File: src/rtl/b_resp_arbiter.sv
// Round-robin arbiter that merges NUM_SRC show-ahead write-response FIFOs
// onto one AXI B channel through a single registered output stage.
module b_resp_arbiter #(
  parameter int NUM_SRC  = 4,
  parameter int ID_WIDTH = 4
) (
  input  logic                          clk,
  input  logic                          rst,
  input  logic [NUM_SRC-1:0]            src_empty,
  input  logic [NUM_SRC*ID_WIDTH-1:0]   src_BID,
  input  logic [NUM_SRC*2-1:0]          src_BRESP,
  output logic [NUM_SRC-1:0]            src_pop,
  output logic [ID_WIDTH-1:0]           BID,
  output logic [1:0]                    BRESP,
  output logic                          BVALID,
  input  logic                          BREADY,
  output logic [$clog2(NUM_SRC)-1:0]    grant_src
);

  localparam int IDX_W = $clog2(NUM_SRC);

  typedef enum logic {
    EMPTY = 1'b0,
    FULL  = 1'b1
  } stage_t;

  stage_t              state;
  stage_t              state_next;
  logic [IDX_W-1:0]    rr_ptr;
  logic [IDX_W-1:0]    win_idx;
  logic                win_found;
  logic [ID_WIDTH-1:0] win_bid;
  logic [1:0]          win_resp;
  logic [NUM_SRC-1:0]  req;
  logic                free;
  logic                grant;

  assign req    = ~src_empty;
  assign free   = (state == EMPTY) || BREADY;
  assign grant  = free && win_found;
  assign BVALID = (state == FULL);

  // Pick the first requester at or above rr_ptr, else wrap to the lowest requester below it.
  always_comb begin
    win_found = 1'b0;
    win_idx   = '0;
    win_bid   = '0;
    win_resp  = '0;
    for (int i = 0; i < NUM_SRC; i++) begin
      if (!win_found && req[i] && (IDX_W'(i) >= rr_ptr)) begin
        win_found = 1'b1;
        win_idx   = IDX_W'(i);
        win_bid   = src_BID[i*ID_WIDTH +: ID_WIDTH];
        win_resp  = src_BRESP[i*2 +: 2];
      end
    end
    for (int i = 0; i < NUM_SRC; i++) begin
      if (!win_found && req[i]) begin
        win_found = 1'b1;
        win_idx   = IDX_W'(i);
        win_bid   = src_BID[i*ID_WIDTH +: ID_WIDTH];
        win_resp  = src_BRESP[i*2 +: 2];
      end
    end
  end

  // One-hot pop of the winner, suppressed while reset is held.
  always_comb begin
    src_pop = '0;
    if (grant && !rst) begin
      src_pop[win_idx] = 1'b1;
    end
  end

  // Output stage refills on a grant, empties when free with nothing to load, else holds.
  always_comb begin
    state_next = state;
    if (free) begin
      state_next = grant ? FULL : EMPTY;
    end
  end

  // Output stage occupancy register.
  always_ff @(posedge clk or posedge rst) begin
    if (rst) begin
      state <= EMPTY;
    end else begin
      state <= state_next;
    end
  end

  // Capture the winning response and move the round-robin pointer past the winner.
  always_ff @(posedge clk or posedge rst) begin
    if (rst) begin
      BID       <= '0;
      BRESP     <= '0;
      grant_src <= '0;
      rr_ptr    <= '0;
    end else if (grant) begin
      BID       <= win_bid;
      BRESP     <= win_resp;
      grant_src <= win_idx;
      if (win_idx == IDX_W'(NUM_SRC - 1)) begin
        rr_ptr <= '0;
      end else begin
        rr_ptr <= win_idx + 1'b1;
      end
    end
  end

endmodule
File: config.mk
export PLATFORM = sky130hd
export DESIGN_NAME = b_resp_arbiter
export DESIGN_NICKNAME = d
export VERILOG_FILES = /design/src/rtl/b_resp_arbiter.sv
export SDC_FILE = /design/constraint.sdc
export NUM_CORES = 1
export LEC_CHECK = 0
export CORE_ASPECT_RATIO = 1.4
export CORE_MARGIN = 1.5
export CORE_UTILIZATION = 40
export DETAILED_ROUTE_END_ITERATION = 10
export GPL_TIMING_DRIVEN = 0
export HOLD_SLACK_MARGIN = 0.15
export PLACE_DENSITY = 0.86
export RECOVER_POWER = 25
export SLEW_MARGIN = 25
export SYNTH_ARGS = -nofsm -noshare
export SYNTH_HDL_FRONTEND = slang
export SYNTH_SLANG_ARGS = --single-unit
File: constraint.sdc
create_clock -name clk -period 2 [get_ports clk]
set_input_delay 0.4 -clock clk [delete_from_list [all_inputs] [get_ports clk]]
set_output_delay 0.4 -clock clk [all_outputs]
set_load 0.01 [all_outputs]
==> flow_summary.yaml, run 1 <==
cells_and_area:
  final_core_util_pct: 71.6
  seq_area_sq_um: 277
  syn2layout_area_growth_pct: 66.8
  num-nets-final: 225
  fin_cells: 223
  fill_cells: 189
  multi_input_area_sq_um: 759
  drive_gt1_share_pct: 27.5
  antenna_cells_inserted: 0
timing:
  hold_viol: 0
  tns_ns: -1.42
  rsz0062_at_grt: "yes"
  finClkSkew_ns: 0.00837
  slew_viol_final: 0
  post-route-period-util_pct: 113
  min_period_ns: 2.26
  layout_setup_ws_ns: -0.265
  fmax_mhz: 442
  relSlewSlack_pct: 51.0
  worst_pin_slew_ns: 0.727
  setup_viol: 7
run_status:
  violations: "negative setup slack"
  status: "finished, violations left"
synthesis:
  yosysUniqueCellTypes: 38
  yosys-top-cells-area: "dfrtp_1 26%, nand2_1 6.1%, o221ai_1 5.8%, o21ai_0 5.3%, ha_1 4.8%"
  ys.flop_type: "dfrtp_1"
  synth_top_cells_by_count: "17 x nand2_1, 11 x dfrtp_1, 11 x o21ai_0"
  yosysTopAreaCellShare_pct: 26.3
  yosysTopAreaCell: "dfrtp_1"
  synthMostInstantiatedCell: "nand2_1"
  synth_warnings: 0
  synth_async_sr_flop_share_pct: 100
  avgSynthCellArea_sq_um: 8.00
  yosysSeqAreaShare_pct: 26.3
  synthCells: 131
  synthesis.nets: 166
  syn-cell-area_sq_um: 1050
  synth_edf_count: 0
  ys_ff_latch: 11
grt:
  antenna_found_initial: 0
  first_global_vias: 1254
  grt_pass1_wl_um: 5490
  grt_remaining_overflow: 0
  grt_max_degree: 16
  track_usage_pct: 25.2
routing:
  routed_via_density: 5.62
  vias: 1254
  drtAntennaViolNets: 0
  drt_wl_total_um: 3480
  first_iter_violations: 91
  drc: 0
  post_drt_wl_per_cell_um: 15.6
  dr.pass1.iters: 4
flow_run:
  maxCapViolations: 0
pwr:
  sw_frac_of_total_pct: 39.8
  powerDensity_nw_per_um2: 779
  ir_worst_vdd_mv: 0.514
  power.internal_mw: 0.820
  clock_power_share_pct: 12.1
  p_leak_nw: 0.756
  combPwrFrac_pct: 63.3
  p_switching_mw: 0.543
  p_seq_share_pct: 24.6
setup_path:
  worstSetupPathType: "reg2out"
  worstPathArrival_ns: 1.86
  crit_path_max_incr_delay_ns: 0.38
  cp_cell_sequence: "buf_6, mux2_4, o221ai_4, inv_2, ha_2, and3_1, buf_2"
  required_ns: 1.60
  end_kind: "output port"
  path_max_fanout: 8
  reg2reg_depth: 9
  start_kind: "register"
  slowest_stage: "dfrtp_1"
clock_network:
  clk_pin_slew_ns: 0.08
  holdBufCountCts: 0
  clockBufferDepth: 2
  cts_tree: "yes"
  cts_made_buffers: 3
  cts.sinks: 11
  clkLatencyLatePin_ns: 0.29
  htree_levels: 1
  root_buffer: "clkbuf_4"
die:
  dieArea_sq_um: 2940
  die_h_um: 63.6
  fp-row-count: 21
  core_area_sq_um: 2440
  die_width_um: 46.3
  io_pins: 44
  start_util_pct: 42.9
place:
  finalWeightedCongestion: 0.828
  pre_cts_slack_ns: -1.09
  io_buffers: 43
  dpl.hpwl_um: 2550
  dpl.cell_count: 208
min_path:
  hp-class: "reg2reg"
  hold_depth: 1
## placed cells by master (no fill, tap or decap), drive strengths merged
cell type,Yosys,layout
a211o,1,1
a211oi,2,2
a21o,1,1
a21oi,8,8
a221oi,6,6
a32oi,2,2
and2,1,1
and3,4,4
and3b,1,1
buf,8,23
clkbuf,3,7
clkdlybuf4s50,0,34
dfrtp,11,11
dlygate4sd2,0,4
dlygate4sd3,0,1
ha,4,4
inv,10,10
mux2,1,1
mux2i,4,4
nand2,19,19
nand2b,3,3
nand3b,2,2
nand4,1,1
nor2,7,7
nor2b,4,4
nor4,1,1
o211ai,1,1
o21a,1,1
o21ai,11,11
o221ai,7,7
o22ai,4,4
or2,1,1
or4,1,1
or4b,1,1
## critical path: cells and delay by family, from the launching register on
| family | cells | cell delay [ns] |
|---|---|---|
| compound gates | 1 | 0.21 |
| fa+ha+maj | 1 | 0.17 |
| buf+inv | 3 | 0.36 |
| flops | 1 | 0.38 |
| mux | 1 | 0.31 |
| simple gates | 1 | 0.13 |
## cell type report
type,instances,area share (%)
Multi-Input combinational cell,99,43.4
Timing Repair Buffer,55,29.3
Sequential cell,11,15.8
Buffer,10,5.44
Tap cell,34,2.43
Inverter,10,2.15
Clock buffer,4,1.50
## metal layers
layer  part of all wire [%]  routed length (um)  vias up  track usage, %
met3                    5.3                 185       11            1.15
met2                     55                1920       69            46.4
li1                       -                   -      596               -
met5                      0                   0        -               0
met4                    2.5                  87        0            9.64
met1                     37                1290      578            28.3
## kinds of logic (layout without fill, tap and decap cells)
logic type      Yosys count  count (layout)  synth area share [%]
flops                    11              11                  26.3
simple gates             46              46                  24.3
mux                       5               5                  4.89
fa+ha+maj                 4               4                  4.77
buf+inv                  21              79                  9.55
compound gates           44              44                  30.2
## power groups by stage
| stage | registers, mW | logic (mW) | clock network [mW] |
|---|---|---|---|
| floorplan | 0.350 | 0.358 | 0 |
| global placement | 0.327 | 0.624 | 0 |
| detailed placement | 0.332 | 0.657 | 0 |
| CTS | 0.331 | 0.812 | 0.165 |
| global route | 0.342 | 0.938 | 0.166 |
| finish | 0.335 | 0.863 | 0.164 |
## path summary, 6_finish.rpt
check	start	end	slack, ns
min reg2reg	grant_src[0]	grant_src[0]	0.49
max reg2reg	rr_ptr[1]	BID[1]	-0.16
min in group asynchronous	rst	grant_src[0]	0.59
max in group asynchronous	rst	rr_ptr[0]	1.02
min	grant_src[0]	grant_src[0]	0.49
max	rr_ptr[1]	src_pop[1]	-0.26
## sequential cells by signal, summed over array words and instances (netlist names)
name and cells:
grant_src 2, BRESP 2, rr_ptr 2, BVALID 1
BID 4
## repair_timing
item / in CTS / in global routing
pin swaps: 6 / 2
endpoints found under the setup margin: 10 / 8
gates resized for setup: 55 / 3
setup buffers: 6 / 6
cloned: 0 / 0
hold endpoints to repair: 0 / 0
## stage by stage
stage	total power [mW]	area [sq um]	hold slack, ns
after floorplan	0.708	1050	0.273
after global routing	1.45	1750	0.507
after global placement	0.951	1520	0.468
after detailed placement	0.989	1520	0.467
final	1.36	1750	0.491
after CTS	1.31	1700	0.466
Note: power is estimated with default switching activity, not from simulation.
==> run 2, diff against run 1 <==
- CORE_MARGIN: 1.5 -> unset
- HOLD_SLACK_MARGIN: 0.15 -> unset
==> flow_summary.yaml, run 2 (synthesis results as in run 1) <==
die:
  io_pins: 44
  die_width_um: 45.3
  die_h_um: 62.6
  core_area_sq_um: 2440
  dieArea_sq_um: 2830
  start_util_pct: 42.9
  fp-row-count: 21
setup_path:
  end_kind: "output port"
  path_max_fanout: 6
  start_kind: "register"
  slowest_stage: "dfrtp_2"
  cp_cell_sequence: "nand2b_1, a21oi_1, o21ai_1, o21ai_2, buf_4, inv_2, ha_4, and3_4, buf_6"
  worstPathArrival_ns: 1.83
  required_ns: 1.60
  crit_path_max_incr_delay_ns: 0.46
  worstSetupPathType: "reg2out"
clock_network:
  cts_tree: "yes"
  cts.sinks: 11
  cts_made_buffers: 3
  holdBufCountCts: 0
  clockBufferDepth: 2
  htree_levels: 1
  root_buffer: "clkbuf_4"
  clk_pin_slew_ns: 0.10
  clkLatencyLatePin_ns: 0.28
grt:
  grt_pass1_wl_um: 6240
  grt_max_degree: 16
  first_global_vias: 1410
  grt_remaining_overflow: 0
  track_usage_pct: 29.1
  antenna_found_initial: 0
timing:
  relSlewSlack_pct: 45.2
  hold_viol: 0
  worst_pin_slew_ns: 0.815
  min_period_ns: 2.23
  rsz0062_at_grt: "yes"
  layout_setup_ws_ns: -0.228
  slew_viol_final: 0
  post-route-period-util_pct: 111
  setup_viol: 10
  fmax_mhz: 449
  finClkSkew_ns: 0.0188
cells_and_area:
  final_common_cell: "clkdlybuf4s50_1"
  drive_gt1_share_pct: 29.9
  fin_cells: 231
  final_cell_mix: "35 x clkdlybuf4s50_1, 17 x nand2_1, 17 x buf_4, 9 x dfrtp_1"
  num-nets-final: 233
  syn2layout_area_growth_pct: 69.3
  final_core_util_pct: 72.7
  regMostFlops: "BID"
  antenna_cells_inserted: 0
  largest_reg_flops: 4
routing:
  first_iter_violations: 79
  dr.pass1.iters: 4
  drt_wl_total_um: 3860
  routed_via_density: 5.90
  drc: 0
  drtAntennaViolNets: 0
  post_drt_wl_per_cell_um: 16.7
  vias: 1363
pwr:
  finalPower_mw: 1.37
  sw_frac_of_total_pct: 40.4
  combPwrFrac_pct: 62.5
  p_seq_share_pct: 25.2
  p_switching_mw: 0.552
  power.internal_mw: 0.815
  clock_power_share_pct: 12.3
  powerDensity_nw_per_um2: 770
  p_leak_nw: 0.785
  ir_worst_vdd_mv: 0.554
place:
  finalWeightedCongestion: 0.866
  dpl.hpwl_um: 2410
  dpl.cell_count: 208
  io_buffers: 43
min_path:
  hp-class: "in2async"
flow_run:
  maxCapViolations: 0
run_status:
  status: "finished, violations left"
  violations: "negative setup slack"
run 2: layout make-up:
| type | count | area, sq um |
|---|---|---|
| Tap cell | 34 | 42.5 |
| Timing Repair Buffer | 63 | 556 |
| Buffer | 10 | 98.8 |
| Fill cell | 193 | 668 |
| Multi-Input combinational cell | 99 | 737 |
| Inverter | 10 | 37.5 |
| Clock buffer | 4 | 26.3 |
| Sequential cell | 11 | 278 |
run 2: power by group through the flow:
stage / Sequential [mW] / Clock (mW) / Combinational, mW
global placement: 0.328 / 0 / 0.627
floorplan: 0.350 / 0 / 0.358
CTS: 0.340 / 0.163 / 0.817
detailed placement: 0.333 / 0 / 0.645
finish: 0.345 / 0.168 / 0.855
global route: 0.349 / 0.178 / 0.918
run 2: stage by stage:
step / cell area (sq um) / hold slack, ns / setup TNS, ns / setup slack [ns]
after floorplan: 1050 / 0.273 / 0 / 0.0375
after global placement: 1520 / 0.469 / -6.06 / -1.01
after detailed placement: 1520 / 0.486 / -6.40 / -1.04
after CTS: 1770 / 0.482 / -0.878 / -0.175
after global routing: 1780 / 0.521 / -1.92 / -0.261
final: 1780 / 0.472 / -1.36 / -0.228
run 2: final timing paths:
check	end	cells past startpoint	slack [ns]	from
worst max-delay path	src_pop[3]	9	-0.23	rr_ptr[1]
worst min register to register	grant_src[0]	1	0.51	grant_src[0]
worst max register to register	BRESP[1]	8	-0.17	rr_ptr[0]
min in group clk	grant_src[0]	1	0.51	grant_src[0]
max in group asynchronous	rr_ptr[0]	2	1.09	rst
worst min-delay path	grant_src[1]	2	0.47	rst
run 2: timing repair:
action	CTS	global route
setup buffers	18	0
setup endpoints to repair	9	10
pin swaps	7	1
gates resized for setup	60	2
gates cloned	2	0
run 2: critical path, delay by kind of cell (launching register included):
family | cells | cell delay (ns)
and+or+nand+nor | 2 | 0.28
AOI/OAI and AO/OA | 3 | 0.34
buffers and inverters | 3 | 0.33
DFF | 1 | 0.46
adders and majority gates | 1 | 0.13
run 2: routing by layer:
layer	wire length (um)	global-route usage [%]
met5	0	0
met4	151	16.3
met3	277	3.76
met2	2060	49.6
met1	1370	32.9
